===== src/rtl/spi_master_pkg.sv =====
// Shared definitions for the SPI master: FSM state encoding and frame constants.
package spi_master_pkg;

    localparam int unsigned FRAME_W     = 32;
    localparam int unsigned CLK_DIV_MIN = 4;

    typedef enum logic [2:0] {
        IDLE    = 3'd0,
        SETUP   = 3'd1,
        SCLK_HI = 3'd2,
        SCLK_LO = 3'd3,
        GAP     = 3'd4
    } state_t;

endpackage


===== src/rtl/spi_sync2.sv =====
// Two-flop synchroniser for a single asynchronous bit; both stages reset to 0.
module spi_sync2 (
    input  logic clock,
    input  logic reset,
    input  logic d,
    output logic q
);

    logic meta;

    always_ff @(posedge clock) begin
        if (reset) begin
            meta <= 1'b0;
            q    <= 1'b0;
        end else begin
            meta <= d;
            q    <= meta;
        end
    end

endmodule


===== src/rtl/spi_master.sv =====
// Mode-0 SPI master, 32-bit MSB-first frames, all outputs registered.
// Define SPI_MASTER_MISO_SYNC_EN to pass miso through a 2-flop synchroniser (spi_sync2).
module spi_master
    import spi_master_pkg::*;
#(
    parameter int unsigned CLK_DIV = 4
) (
    input  logic               clock,
    input  logic               reset,
    input  logic               start,
    input  logic [FRAME_W-1:0] tx_data,
    output logic               busy,
    output logic               done,
    output logic [FRAME_W-1:0] rx_data,
    output logic               sclk,
    output logic               mosi,
    output logic               ss_n,
    input  logic               miso
);

    localparam logic [7:0] PHASE_LAST = 8'(CLK_DIV - 1);
    localparam logic [5:0] LAST_BIT   = 6'(FRAME_W);

    state_t             state_q, state_d;
    logic [7:0]         phase_q, phase_d;
    logic [5:0]         bit_cnt_q, bit_cnt_d;
    logic [FRAME_W-1:0] tx_sh_q, tx_sh_d;
    logic [FRAME_W-1:0] rx_sh_q, rx_sh_d;
    logic [FRAME_W-1:0] rx_data_d;
    logic               sclk_d, mosi_d, ss_n_d, busy_d, done_d;
    logic               phase_end;
    logic               rise;
    logic               miso_s;

`ifdef SPI_MASTER_MISO_SYNC_EN
    spi_sync2 u_miso_sync (
        .clock (clock),
        .reset (reset),
        .d     (miso),
        .q     (miso_s)
    );
`else
    assign miso_s = miso;
`endif

    assign phase_end = (phase_q == PHASE_LAST);

    always_comb begin
        // NOTE: every signal written here gets a default first, so no path can infer a latch.
        state_d   = state_q;
        phase_d   = phase_q;
        bit_cnt_d = bit_cnt_q;
        tx_sh_d   = tx_sh_q;
        rx_sh_d   = rx_sh_q;
        rx_data_d = rx_data;
        sclk_d    = sclk;
        mosi_d    = mosi;
        ss_n_d    = ss_n;
        busy_d    = busy;
        done_d    = 1'b0;
        rise      = 1'b0;

        unique case (state_q)
            IDLE: begin
                if (start) begin
                    state_d   = SETUP;
                    tx_sh_d   = tx_data;
                    mosi_d    = tx_data[FRAME_W-1];
                    ss_n_d    = 1'b0;
                    busy_d    = 1'b1;
                    sclk_d    = 1'b0;
                    phase_d   = '0;
                    bit_cnt_d = '0;
                end
            end
            SETUP: begin
                if (phase_end) rise = 1'b1;
                else           phase_d = phase_q + 8'd1;
            end
            SCLK_HI: begin
                if (phase_end) begin
                    state_d = SCLK_LO;
                    sclk_d  = 1'b0;
                    phase_d = '0;
                    // After the final bit mosi simply holds; there is no next bit to present.
                    if (bit_cnt_q != LAST_BIT) begin
                        tx_sh_d = tx_sh_q << 1;
                        mosi_d  = tx_sh_q[FRAME_W-2];
                    end
                end else begin
                    phase_d = phase_q + 8'd1;
                end
            end
            SCLK_LO: begin
                if (phase_end) begin
                    if (bit_cnt_q != LAST_BIT) begin
                        rise = 1'b1;
                    end else begin
                        state_d   = GAP;
                        phase_d   = '0;
                        ss_n_d    = 1'b1;
                        done_d    = 1'b1;
                        rx_data_d = rx_sh_q;
                    end
                end else begin
                    phase_d = phase_q + 8'd1;
                end
            end
            GAP: begin
                if (phase_end) begin
                    state_d = IDLE;
                    phase_d = '0;
                    busy_d  = 1'b0;
                end else begin
                    phase_d = phase_q + 8'd1;
                end
            end
            default: state_d = IDLE;
        endcase

        // Shared sclk 0->1 action: miso is captured on the same edge sclk rises.
        if (rise) begin
            state_d   = SCLK_HI;
            sclk_d    = 1'b1;
            phase_d   = '0;
            rx_sh_d   = {rx_sh_q[FRAME_W-2:0], miso_s};
            bit_cnt_d = bit_cnt_q + 6'd1;
        end
    end

    always_ff @(posedge clock) begin
        // NOTE: sequential state uses non-blocking assignments so all registers update together.
        if (reset) begin
            state_q   <= IDLE;
            phase_q   <= '0;
            bit_cnt_q <= '0;
            tx_sh_q   <= '0;
            rx_sh_q   <= '0;
            rx_data   <= '0;
            sclk      <= 1'b0;
            mosi      <= 1'b0;
            ss_n      <= 1'b1;
            busy      <= 1'b0;
            done      <= 1'b0;
        end else begin
            state_q   <= state_d;
            phase_q   <= phase_d;
            bit_cnt_q <= bit_cnt_d;
            tx_sh_q   <= tx_sh_d;
            rx_sh_q   <= rx_sh_d;
            rx_data   <= rx_data_d;
            sclk      <= sclk_d;
            mosi      <= mosi_d;
            ss_n      <= ss_n_d;
            busy      <= busy_d;
            done      <= done_d;
        end
    end

endmodule


===== config.mk =====
export PLATFORM = sky130hd
export DESIGN_NAME = spi_master
export DESIGN_NICKNAME = d
export VERILOG_FILES = /design/src/rtl/spi_master_pkg.sv /design/src/rtl/spi_sync2.sv /design/src/rtl/spi_master.sv
export SDC_FILE = /design/constraint.sdc
export NUM_CORES = 1
export LEC_CHECK = 0
export BUFFER_PORTS_ARGS = -buffer_cell sky130_fd_sc_hd__buf_2
export CAP_MARGIN = 10
export CORE_ASPECT_RATIO = 1.25
export CORE_MARGIN = 2
export CORE_UTILIZATION = 40
export DETAILED_ROUTE_END_ITERATION = 10
export GPL_ROUTABILITY_DRIVEN = 0
export HOLD_SLACK_MARGIN = 0.02
export PLACE_DENSITY = 0.69
export SLEW_MARGIN = 20
export SYNTH_ARGS = -nofsm -noshare
export SYNTH_HDL_FRONTEND = slang
export SYNTH_SLANG_ARGS = --single-unit

===== constraint.sdc =====
create_clock -name clock -period 2.28 [get_ports clock]
set_input_delay 0.228 -clock clock [delete_from_list [all_inputs] [get_ports clock]]
set_output_delay 0.228 -clock clock [all_outputs]
set_load 0.02 [all_outputs]

## Word-level counts from Yosys, hierarchy flattened

Cells that the tools add are included.

- Flip-flop bits (word level): 117
- Input port bits: 36
- Output and inout bits: 37
- Logic and storage cells: 96

- Equality and inequality tests: 20
- Reductions and logical operators: 20
- Bitwise operators: 4
- Add/subtract/negate cells: 2
- Mux-type cells: 38

Operators with widths:

| cell | count |
|---|---|
| $mux 31 | 3 |
| $pmux 31 s2 | 1 |
| $mux 8 | 5 |
| $pmux 8 s4 | 1 |
| $mux 6 | 3 |
| $ne 3x3->1 const B | 6 |
| $ne 2x2->1 const B | 8 |
| $mux 3 | 5 |
| $pmux 3 s5 | 1 |
| $mux 1 | 13 |
| $reduce_and 4->1 | 3 |
| $reduce_and 6->1 | 2 |
| $pmux 1 s2 | 5 |
| $reduce_bool 2->1 | 5 |
| $reduce_and 3->1 | 3 |
| $add 8x1->8 const B | 1 |
| $eq 8x2->1 const B | 1 |
| $add 6x1->6 const B | 1 |
| $eq 3x2->1 const B | 2 |
| $ne 6x6->1 const B | 1 |
| $not 1->1 | 4 |
| $reduce_bool 4->1 | 1 |
| $reduce_or 2->1 | 2 |
| $eq 3x1->1 const B | 1 |
| 6 further kinds | 6 |

## Depth between registers and ports, before layout

Gate-level depths: netlist of run 1.

- Depth in word-level cells: 6
- Mapped depth: 8
- Gate-level depth less buffers: 6

## Worst setup path after synthesis of run 1

No wires, ideal clock.

- Path type: register to register
- Start: register phase_q[1]
- End: register tx_sh_q[10]
- Period minus slack after synthesis: 2030 ps
- Setup slack: 250 ps
- Stages on the path, launching flop included: 7
- Library setup time: 134 ps
- Arrival time: 1896 ps
- Data required time: 2146 ps
- Buffers on the path: 1
- Cells stage by stage: dfxtp_1 -> ha_1 -> or4b_1 -> o31a_1 -> nor3_4 -> buf_4 -> a211oi_1

- Longest elaborated chain between the ends: 3

Ends and longest elaborated chain:

| element | line | RTL |
|---|---|---|
| start, declared | spi_master.sv:25 | `logic [7:0] phase_q, phase_d;` |
| start signal, assigned | spi_master.sv:147 | `phase_q <= phase_d;` |
| $eq 8x2->1 | spi_master.sv:46 | `assign phase_end = (phase_q == PHASE_LAST);` |
| $ne 2x2->1 (no line) | n/a |  |
| $reduce_and 4->1 (no line) | n/a |  |
| end signal, assigned | spi_master.sv:149 | `tx_sh_q <= tx_sh_d;` |
| end, declared | spi_master.sv:27 | `logic [FRAME_W-1:0] tx_sh_q, tx_sh_d;` |

No other way between the ends.
A chain may end at the register's enable or synchronous reset.

## Worst setup path in the final report of run 1

- Start: register phase_q[1]
- End: register tx_sh_q[7]

The elaborated chain is that of the path after synthesis.

==> results of run 1 <==
[stage by stage]
step	power, mW	instance area [sq um]	hold WS [ns]	setup slack [ns]	utilization [%]
finish	5.09	6220	0.0937	0.136	50.9
global route	5.27	6220	0.0884	0.0130	50.9
CTS	5.14	6180	0.0780	0.110	50.6
detailed placement	2.46	5580	0.466	0.133	45.6
global placement	2.45	5580	0.460	0.196	45.6
floorplan	2.37	5040	0.376	0.250	-
[metal layers]
layer,vias up,GRT usage [%]
met5,-,0
met4,0,6.60
met2,141,28.9
met1,2146,21.8
met3,14,4.83
li1,2255,-
[power breakdown]
| group | internal (mW) | switching [mW] |
|---|---|---|
| clock network | 1.68 | 0.982 |
| registers | 2.11 | 0.0367 |
| logic | 0.122 | 0.165 |
[layout by cell type (no fill, tap or decap), drive strengths merged, types with 2 or more instances in the layout]
master      n
a211oi     34
o21ai      72
clkbuf     20
or2         3
nand3      79
nor3        8
dfxtp     117
buf        88
nand4       6
ha          3
mux2i      32
a21o        3
bufinv      2
or3         4
o211ai      6
nor2b       3
a31oi       6
and2        2
and4        2
xor2        5
or4         3
clkinv      6
nand2       7
clkinvlp    3
inv         6
a21oi     100
nand2b      3
nor2        6
[final timing paths]
kind	cells past startpoint	to	slack [ns]
min	3	rx_sh_q[0]	0.09
max reg2reg	7	tx_sh_q[7]	0.14
max	7	tx_sh_q[7]	0.14
min reg2reg	2	rx_data[28]	0.47
[final cells by class]
class / count / share of cell area (%)
repair buffers: 89 / 9.37
well taps: 164 / 3.30
clock buffers: 19 / 7.28
multi-input cells: 402 / 39.7
clock inverters: 13 / 2.39
flip-flops and latches: 117 / 37.7
inverters: 4 / 0.241
[cells by family (layout without fill, tap and decap cells)]
kind of cell,count (synthesis),in the layout,synth area share (%)
AOI/OAI and AO/OA,230,230,25.8
xor gates and xnor gates,5,5,0.870
adders and majority gates,3,3,0.745
buffers and inverters,63,125,5.27
DFF,117,117,46.5
muxes,32,32,6.36
and+or+nand+nor,132,132,14.5
[tightest hold or removal path, delay by kind of cell]
kind,cells,cell delay [ns]
buffers and inverters,1,0.10
AO/OA/AOI/OAI,1,0.06
AND/OR/NAND/NOR,1,0.06
[state kept, by name (all words and copies together) (netlist names), 3 cells and up]
signal and count:
bit_cnt_q 6, rx_data 32, tx_sh_q 31, phase_q 8
rx_sh_q 32, state_q 3
==> results.md, run 1 <==
- The total power per unit cell area is 818 mW/mm^2.
- Counting flops with an async set or reset pin after synthesis yields a share of 0%.
- The worst max-slew margin expressed relative to the limit is 47.7%.
- The achievable frequency is 466 MHz.
- The combined flip-flop and latch cell area is 0.00234 sq mm.
- The number of global-route vias before repair is 4204.
- The number of flip-flops and latches in the synthesized netlist is 117.
- After detailed routing, the number of remaining DRC violations is 0.
- The HPWL reported at the end of detailed placement is 7170 microns.
- The largest single stage delay on the critical path is 0.48 ns.
- The floorplan die width is 104 microns.
- The clock sink count is 117.
- After synthesis, the largest area contributor takes up 46.5% of total cell area.
- Setup repair after global routing left no endpoint under its margin.
- The worst path uses 94.0% of the clock period.
- The number of inserted diodes is 0.
- At the pin with the least slew margin, the transition time is 0.785 ns.
- The flow ran to the end, and the final reports show no timing, DRC or antenna violations.
- The class of the tightest hold or removal check is in2reg.
- Yosys instantiated no cell more often than sky130_fd_sc_hd__dfxtp_1.
- The number of buffers and inverters on the critical path is 2.
- The startpoint type of the worst setup path is a flop.
- The starting DRC count in detailed routing is 280.
- The max-cap check violation count is 0.
- The clock slew at the register clock pins of the worst setup and hold paths is 0.06 ns.
- The required time of the worst setup path is 2.59 ns.
- The core region is 0.0122 sq mm.
- The average footprint of a synthesized cell is 8.65 sq um.
- The cell at the root of the clock tree is sky130_fd_sc_hd__clkbuf_16.
- The number of max-slew violations in the final report came to 0.
- The combined area of the multi-input logic cells is 0.00247 sq mm.
- The startpoint of the most critical register-to-register path is phase_q[1].
- Summed over all nets, wire length on met2 after detailed routing comes to 5660 microns.
- Yosys mapped a number of flops with a built-in enable equal to 0.
- The number of standard cells in the layout, taps in and fillers out is 808.
- After detailed routing, the wire length on met1 is 5320 microns.
- The maximum level of the CTS H-tree is 4.
- The clock passes through at most 2 buffers.
- Pin placement for this block handled 73 I/O pins.
- In this run the static leakage power is 2.15 nW.
- The number of detailed-route iterations in the first pass is 5.
- In the final routed layout, each cell accounts on average for 14.5 microns.
- Entering global routing, the biggest net connects 78 pins.
- The largest individual stage delay along the critical path comes from the cell sky130_fd_sc_hd__or4b_1.
- The initial antenna violation count is 0.
- The number of failing hold endpoints at the final stage is 0.
- The count of nets left with antenna violations once routing finished came out at 0.
- The number of library cell types mapped by synthesis is 43.
- The clock latency on the worst-skew pair is 0.41 ns.
- The critical path goes through ha_2, or4b_1, buf_4, o31ai_4, clkbuf_16, a21oi_1, a211oi_1.
- The worst setup path is of the reg2reg kind.
- The kind of cell adding the most delay to the critical path is compound AO/OA/AOI/OAI gates.
- The most used flip-flop cell after synthesis is sky130_fd_sc_hd__dfxtp_1.
- The critical path starts at phase_q[1].
- The total of warnings raised by yosys is 0.
- Signal routing reaches up to met4.
- In this run the vertical extent of the chip is 129 microns.
- Once the clock tree was built, the resizer swapped 0 gates to a different size.
- The post-route minimum period is 2.14 ns.
- Synthesis produced 582 cells.
- Ranked by total cell area, the synthesized netlist is headed by sky130_fd_sc_hd__dfxtp_1, sky130_fd_sc_hd__a21oi_1, sky130_fd_sc_hd__nand3_1, sky130_fd_sc_hd__o21ai_0, sky130_fd_sc_hd__mux2i_1.
- The number of buffers added for setup after CTS is 0.
- The worst setup path is captured at a flop.
- In this run the most critical hold path is launched from miso.
- Dividing the detail-routed via count by the number of cells gives 5.64.
- For the final database, setup skew stands at 0.00731 ns.
- The cell area that synthesis handed to floorplanning was 0.00504 sq mm.
- The cell accounting for the most synthesized area is sky130_fd_sc_hd__dfxtp_1.
- For this design, the CTS-stage hold fixing added 0 buffers.
- The initial standard-cell utilization of the core is 41.2%.
- At the worst endpoint, the arrival time is 2.46 ns.
- The placed cell count is 775.
- The routed via count is 4556.
- In this run, CTS created clock tree buffers numbering 17.
- The total congestion overflow after global routing is 0.
- The wire length reported by the detailed router is 11700 microns.
- The net total in the final layout is 670.
- Summed over all failing endpoints, the final setup total negative slack is 0 ns.
- By count the netlist is led by sky130_fd_sc_hd__dfxtp_1, sky130_fd_sc_hd__a21oi_1, sky130_fd_sc_hd__nand3_1, sky130_fd_sc_hd__o21ai_0, sky130_fd_sc_hd__clkbuf_1.
- The port buffer count is 72.
- Relative to the synthesized area, the layout overhead comes to 23.5%.
- The number of rows created at floorplan is 45.
- The first global-routing pass estimated 19500 microns of wire.
- The number of nets in the synthesized netlist is 621.
- The worst-case vdd ir drop is 0.418 mV.
- The total global routing track utilization is 17.5%.
- The total met3 wirelength after detailed routing is 602 microns.
- The CTS tree is built.
- After synthesis, flip-flops and latches occupy 46.5% of the total area.
- The highest fanout seen on the critical path is 15.
- The number of setup violations in the final report is 0.
- Of the cells placed in the final design, the portion with a size suffix greater than 1 is 21.4%.
- The die covers 0.0135 sq mm.
- Counting the fill cells in the layout gives 1141.
No activity file was read; power rests on OpenSTA's default activity.
==> inputs of run 2 (changes only) <==
ABC_AREA = 1   (was unset)
CELL_PAD_IN_SITES_DETAIL_PLACEMENT = 1   (was unset)
CELL_PAD_IN_SITES_GLOBAL_PLACEMENT = 1   (was unset)
PLACE_DENSITY = 0.88   (was 0.69)
==> run 2 against run 1 <==
Net effect: first-iteration DRC count is 19% lower; critical path depth grew 1; combinational power rose to 4.8 times the previous value; global-route usage up 3.4 points; synthesized cell count increased by 25%; count of clock-buffer cells in the layout fell by 2; die area rose by 0.21%; highest routed layer unchanged; clock skew about the same; design area shrank 2.7%; sequential share of layout area grew 1.0 points; total power up 27%; utilization down 1.4 points.
==> results.md, run 2 <==
- After synthesis, the largest area contributor takes up 46.4% of total cell area.
- After detailed placement, the design holds a cell count of 936.
- The class of the tightest hold or removal check is in2reg.
- The count of nets left with antenna violations once routing finished came out at 0.
- The number of cell instances on the worst register-to-register path is 8.
- The worst max-slew margin expressed relative to the limit is 62.9%.
- For this configuration, the core starts out at a cell density of 41.3%.
- After the last flow step, the layout net total stands at 830.
- The number of detailed-route iterations in the first pass is 4.
- The floorplan die width is 104 microns.
- The first global-routing pass estimated 22800 microns of wire.
- The library cell used most frequently in the layout, excluding fill and tap cells, is sky130_fd_sc_hd__nor2_1.
- The part of the cycle the worst path needs is 88.2%.
- The overall die area is 0.0135 sq mm.
- The most numerous cell in the Yosys netlist is sky130_fd_sc_hd__nor2_1.
- The quantity of hold-fixing buffers added after cts is 0.
- Power spread over the standard cell area amounts to 1060 mW/mm^2.
- The die is 130 microns tall.
- Along the worst path, the maximum fanout reaches 23.
- Summing all placed instances gives a cell area of 0.00549 sq mm.
- The initial antenna violation count was 0.
- The number of max-slew violations in the final report is 0.
- After detailed routing, the number of vias per cell comes to 4.94.
- TritonCTS built the clock tree.
- The number of global-route vias before repair is 5024.
- The synthesized netlist occupies a cell area of 0.00505 sq mm.
- For this design the static power due to leakage is 3.15 nW.
- The slowest library cell on the worst path is sky130_fd_sc_hd__dfxtp_1.
- Relative to the synthesized area, the layout overhead comes to 19.9%.
- Averaged over all synthesized cells, the footprint is 6.92 sq um.
- The region available for standard cell placement spans 0.0122 sq mm.
- By count the netlist is led by sky130_fd_sc_hd__nor2_1, sky130_fd_sc_hd__nand2_1, sky130_fd_sc_hd__dfxtp_1, sky130_fd_sc_hd__o21ai_0, sky130_fd_sc_hd__inv_1.
- The buffer levels on the longest clock path is 2.
- The tightest hold path in the finished design has a slack of 0.0554 ns.
- The clock latency on the worst-skew pair is 0.42 ns.
- For this block, the via count after detailed routing is 4780.
- After the first detailed-routing iteration, the DRC count stood at 227.
- The number of standard cells in the layout, taps in and fillers out is 968.
- The clock drives 117 sinks.
- The finished cells cover 0.00605 sq mm.
- After global routing the overflow that remains totals 0.
- The achievable frequency is 497 MHz.
- Setup repair after global routing left no endpoint under its margin.
- The cell accounting for the most synthesized area is sky130_fd_sc_hd__dfxtp_1.
- The post-route minimum period is 2.01 ns.
- Synthesis produced a netlist whose cell count is 729.
- Entering global routing, the biggest net connects 65 pins.
- The repair_antennas step left the layout with diodes totalling 0.
- Cell internal power was estimated by the tool at 4.24 mW.
- The proportion of layout cells with a drive suffix above 1 is 16.2%.
- Of the synthesized area, sequential elements account for 46.4%.
- The number of rows created at floorplan is 45.
- Sequential cells account for 39.4% of the total power.
- After filler insertion, the fill cell instance count of the layout stands at 1603.
- In the final layout, the multi-input gates occupy 0.00228 sq mm.
- For this run, design rule violations remaining after detail routing come to 0.
- The clock arrives with 0.00776 ns of skew.
- Across all register-to-register paths, the minimum setup slack is 0.27 ns.
- The count of buffers added on input and output ports is 72.
- The top-level port count is 73.
- The flow ran to the end, and the final reports show no timing, DRC or antenna violations.
- The number of buffers and inverters on the critical path is 1.
- The cell at the root of the clock tree is sky130_fd_sc_hd__clkbuf_16.
- Leaving out fill and tap cells, the most frequent cells in the layout are sky130_fd_sc_hd__nor2_1, sky130_fd_sc_hd__nand2_1, sky130_fd_sc_hd__dfxtp_1, sky130_fd_sc_hd__o21ai_0, sky130_fd_sc_hd__buf_2.
- The relative contribution of combinational cells to total power is 21.1%.
- Summing all flip-flop and latch instances after layout gives 0.00234 sq mm.
- The critical path is of the reg2reg type.
- The routed length per instance is 13.9 microns.
- The cell repeated most along the worst path is sky130_fd_sc_hd__nor2_2.
- The number of buffers added for setup after CTS is 0.
- The quantity of gates resized following cts is 0.
- The total power is 6.44 mW.
- The worst setup path is captured at a flop.
- Clock-pin slew was measured on the worst setup and hold paths at 0.06 ns.
- The total of warnings raised by yosys is 0.
- The critical path goes through ha_1, nand2_1, nor2_2, nand2_2, nor2_2, buf_4, o21ai_0, nor2_1.
- In the final layout, the registers with the most flip-flops are rx_data x32, rx_sh_q x32, tx_sh_q x31.
- When the netlist entered floorplanning its net count stood at 768.
- The most used flip-flop cell after synthesis is sky130_fd_sc_hd__dfxtp_1.
- For the pin with the worst max-slew slack, the measured transition is 0.556 ns.
- The number of buffers inserted during clock tree synthesis is 17.
- The kind of cell adding the most delay to the critical path is simple AND/OR/NAND/NOR gates.
- The maximum level of the CTS H-tree is 4.
- The max-cap check violation count is 0.
- For this design the total switching power over the nets is 2.20 mW.
- Global routing used 20.8% of the available tracks across all layers.
- The number of failing hold endpoints at the final stage is 0.
- Summed over all layers, the routed wires come to 13500 microns.
- The number of setup violations in the final report is 0.
- The required time of the worst setup path is 2.64 ns.
- The share of total power dissipated in the clock network is 39.5%.
- Counting flops with an async set or reset pin after synthesis yields a share of 0%.
- The total negative slack for setup checks is 0 ns.
- In this run the number of cells on the critical path is 8.
- The number of synthesized flops with an enable pin is 0.
- Counting instances, the worst hold path has a depth of 3.
- Synthesis inferred 117 register bits.
- The data arrival time of the worst path is 2.37 ns.
- In the post-synthesis netlist, the biggest area contributors are sky130_fd_sc_hd__dfxtp_1, sky130_fd_sc_hd__nor2_1, sky130_fd_sc_hd__nand2_1, sky130_fd_sc_hd__o21ai_0, sky130_fd_sc_hd__inv_1.
- The startpoint type of the worst setup path is a flop.
- Counting distinct cell types in the post-synthesis netlist gives 29.
- The switching share of power is 34.1%.
- The longest individual stage delay on the worst path is 0.41 ns.
- Detailed placement finished with a half-perimeter wire length of 8510 microns.
- IR analysis of the VDD net gives a maximum drop of 0.498 mV.
-- run 2: cell types whose count changed after synthesis, sizes merged, moves of 28 or more --
cell	previous run	this run
a211oi	34	0
nand3	79	14
o21ai	72	105
a21oi	100	20
nor2	6	211
clkbuf	42	14
nand2	7	141
inv	4	60
mux2i	32	0
-- run 2: cell type report --
type                    instances  share of cell area [%]
clock buffers                  17                    7.03
clock inverters                15                    2.23
inverters                      61                    3.78
multi-input cells             514                    37.7
flip-flops and latches        117                    38.7
well taps                     164                    3.39
repair buffers                 80                    7.15
-- run 2: worst reg2reg max path: cells and delay by family (launching register included) --
family / cells / cell delay, ns
buffers and inverters: 1 / 0.29
flip-flops: 1 / 0.41
AO/OA/AOI/OAI: 1 / 0.15
AND/OR/NAND/NOR: 5 / 0.84
adder cells (fa/ha/maj): 1 / 0.25
-- run 2: per-stage QoR --
| step | util (%) | setup WS [ns] |
|---|---|---|
| floorplan | - | 0.718 |
| global placement | 44.9 | 0.442 |
| detailed placement | 44.9 | 0.341 |
| CTS | 49.5 | 0.257 |
| global route | 49.5 | 0.108 |
| finish | 49.5 | 0.270 |
-- run 2: power by group through the flow --
stage	combinational (mW)	sequential (mW)	clock, mW
2_1_floorplan	1.03	2.55	0
3_3_place_gp	1.24	2.55	0
3_5_place_dp	1.34	2.57	0
4_1_cts	1.38	2.54	2.58
5_1_grt	1.57	2.57	2.67
6_report	1.36	2.54	2.54
-- run 2: path summary, 6_finish.rpt --
check | start | end
worst max-delay path | phase_q[0] | rx_sh_q[4]
worst min-delay path | miso | rx_sh_q[0]
worst max register to register | phase_q[0] | rx_sh_q[4]
worst min register to register | tx_sh_q[0] | tx_sh_q[0]
-- run 2: metal layers --
| metal | routed length [microns] | track usage (%) |
|---|---|---|
| met1 | 5770 | 22.6 |
| met2 | 6990 | 38.9 |
| met3 | 535 | 5.63 |
| met4 | 189 | 7.79 |
| met5 | 0 | 0 |
-- run 2: kinds of logic after synthesis --
family	after synthesis	share of synthesized area [%]
flops	117	46.4
buf+inv	98	8.38
compound gates	133	13.7
simple gates	375	30.3
xor+xnor	3	0.521
fa+ha+maj	3	0.744
==> inputs of run 3 (changes only) <==
REMOVE_ABC_BUFFERS = 1   (was unset)
==> run 3 against run 2 <==
Net effect: non-clock buffer count shrank 1; critical path depth shrank 2; count of clock-buffer cells in the layout grew 3; total power grew 0.24%; critical endpoint is now phase_q[7]; wire length grew 1.1%; clock skew grew 0.00063 ns; worst setup slack gained 0.00074 ns; first-iteration DRC count shrank 12%; utilization grew 0.17 points; clock power is essentially flat; largest power group is now the clock network; register-to-register slack is essentially flat; sequential cell count is the same.
==> results.md, run 3 (synthesis gave the netlist of run 2 again) <==
- Detailed routing inserted a total of 4830 vias.
- The largest registers in the layout are rx_data x32, rx_sh_q x32, tx_sh_q x31.
- The quantity of hold-fixing buffers added after cts is 0.
- The first TritonRoute pass finished after 4 iterations.
- Entering global routing, the biggest net connects 65 pins.
- The highest fanout seen on the critical path is 64.
- TritonCTS built the clock tree.
- The number of buffers and inverters on the critical path is 1.
- Global routing used 20.7% of the available tracks across all layers.
- The tool flagged a number of max-cap violations equal to 0.
- The number of failing hold endpoints at the final stage is 0.
- On the final layout, the worst hold slack is 0.0688 ns.
- The start-to-end type of the worst setup path is reg2reg.
- The number of standard cells in the layout, taps in and fillers out is 966.
- The combined flip-flop and latch cell area is 0.00234 sq mm.
- The repair_antennas step left the layout with diodes totalling 0.
- The library cell used most frequently in the layout, excluding fill and tap cells, is sky130_fd_sc_hd__nor2_1.
- The finished layout cell area is 0.00607 sq mm.
- Summing all multi-input logic gate instances after layout gives 0.00228 sq mm.
- The number of max-slew violations in the final report is 0.
- The number of buffers added for setup after CTS is 0.
- The flow ran to the end, and the final reports show no timing, DRC or antenna violations.
- In this run, placement finished with an instance count of 935.
- Pin placement for this block handled 73 I/O pins.
- The number of buffers inserted during clock tree synthesis is 17.
- For the finished layout, the period the worst path requires is 2.01 ns.
- The floorplan step set the die height to 130 microns.
- The clock sink count is 117.
- The cell family contributing the most delay on the critical path is simple AND/OR/NAND/NOR gates.
- The longest individual stage delay on the worst path is 0.47 ns.
- The relative area change from synthesis to final layout is 20.3%.
- The min-delay analysis places its worst path in the category in2reg.
- The initial antenna violation count is 0.
- The slowest library cell on the worst path is sky130_fd_sc_hd__dfxtp_1.
- The initial standard-cell utilization of the core is 41.3%.
- In this run the tightest slew margin relative to its limit is 60.4%.
- The placement-stage cell area is 0.00551 sq mm.
- In this run the horizontal extent of the chip is 104 microns.
- The core region is 0.0122 sq mm.
- The number of DRC violations after detailed routing is 0.
- IR analysis of the VDD net gives a maximum drop of 0.447 mV.
- The fill cell total of the finished layout is 1615.
- The number of rows created at floorplan is 45.
- STA classifies the critical path startpoint as a flop.
- The wire length reported by the detailed router is 13600 microns.
- STA classifies the critical path endpoint as a flop.
- The first global-routing pass estimated 22900 microns of wire.
- Once detail routing completed, the nets flagged for antenna violations numbered 0.
- The proportion of layout cells with a drive suffix above 1 is 15.6%.
- Using the TritonRoute via totals, the vias-per-cell ratio works out to 5.00.
- In the layout the commonest cells are sky130_fd_sc_hd__nor2_1, sky130_fd_sc_hd__nand2_1, sky130_fd_sc_hd__dfxtp_1, sky130_fd_sc_hd__o21ai_0, sky130_fd_sc_hd__buf_2.
- The routed length per instance is 14.1 microns.
- The total congestion overflow after global routing is 0.
- The HPWL reported at the end of detailed placement is 8720 microns.
- The root buffer cell chosen for the clock tree is sky130_fd_sc_hd__clkbuf_16.
- Dividing total power by cell area gives a power density of 1060 mW/mm^2.
- For this design the static power due to leakage is 3.14 nW.
- Setup violations remaining at the end of the flow were counted as 0.
- The clock slew at the register clock pins of the worst setup and hold paths is 0.05 ns.
- The transition time at the pin with the least slew margin is 0.593 ns.
- The buffer levels on the longest clock path is 2.
- Buffers placed on the I/O ports in this run total 72.
- The H-tree was split into 4 levels.
- Setup repair after global routing left no endpoint under its margin.
- The required time of the worst setup path is 2.56 ns.
- The register-to-register path setup slack is 0.27 ns.
- The critical path goes through nor2_1, nand2_1, buf_4, nand3_1, o21ai_0, a21oi_1.
- For the worst setup path, the data arrival time is 2.29 ns.
- The clock latency on the worst-skew pair is 0.41 ns.
- For the final database, setup skew stands at 0.00839 ns.
- The worst path uses 88.1% of the clock period.
- The first routing iteration left 199 violations.
- At the end of the flow, the number of nets in the layout was 829.
- The number of global-route vias before repair is 5037.
- The die covers 0.0135 sq mm.
- The quantity of gates resized following cts is 0.
- Derived from the worst setup path, the maximum achievable clock frequency is 498 MHz.
[run 3: layout make-up]
cell class              instances  share of cell area, %
flip-flops and latches        117                   38.6
inverters                      61                   3.77
repair buffers                 79                   7.42
clock buffers                  20                   7.19
multi-input cells             514                   37.6
well taps                     164                   3.38
clock inverters                11                   2.10
[run 3: layer usage]
metal	share of wire [%]	GRT usage, %
met1	43	23.2
met4	2.0	8.51
met5	0	0
met3	3.7	4.88
met2	51	37.7
[run 3: path summary, 6_finish.rpt]
path | cells after the start | from | end
min reg2reg | 2 | tx_sh_q[0] | tx_sh_q[0]
max | 6 | state_q[2] | phase_q[7]
max reg2reg | 6 | state_q[2] | phase_q[7]
min | 3 | miso | rx_sh_q[0]
[run 3: per-stage QoR]
stage | TNS, ns | setup slack (ns) | utilization [%] | total power, mW
after floorplan | -14.83 | -0.466 | - | 3.54
after global placement | 0 | 0.452 | 45.1 | 3.81
after detailed placement | 0 | 0.309 | 45.1 | 3.92
after CTS | 0 | 0.268 | 49.7 | 6.53
after global routing | 0 | 0.101 | 49.7 | 6.84
final | 0 | 0.271 | 49.7 | 6.46
[run 3: power by group]
group,total (mW),internal (mW),switching (mW)
Clock,2.56,1.61,0.949
Sequential,2.53,2.39,0.143
Combinational,1.37,0.420,0.947
Total,6.46,4.42,2.04
[run 3: tightest hold or removal path: stages]
cell and delay [ns]:
sky130_fd_sc_hd__buf_2 0.09, sky130_fd_sc_hd__nor2_1 0.04, sky130_fd_sc_hd__nor2_1 0.08
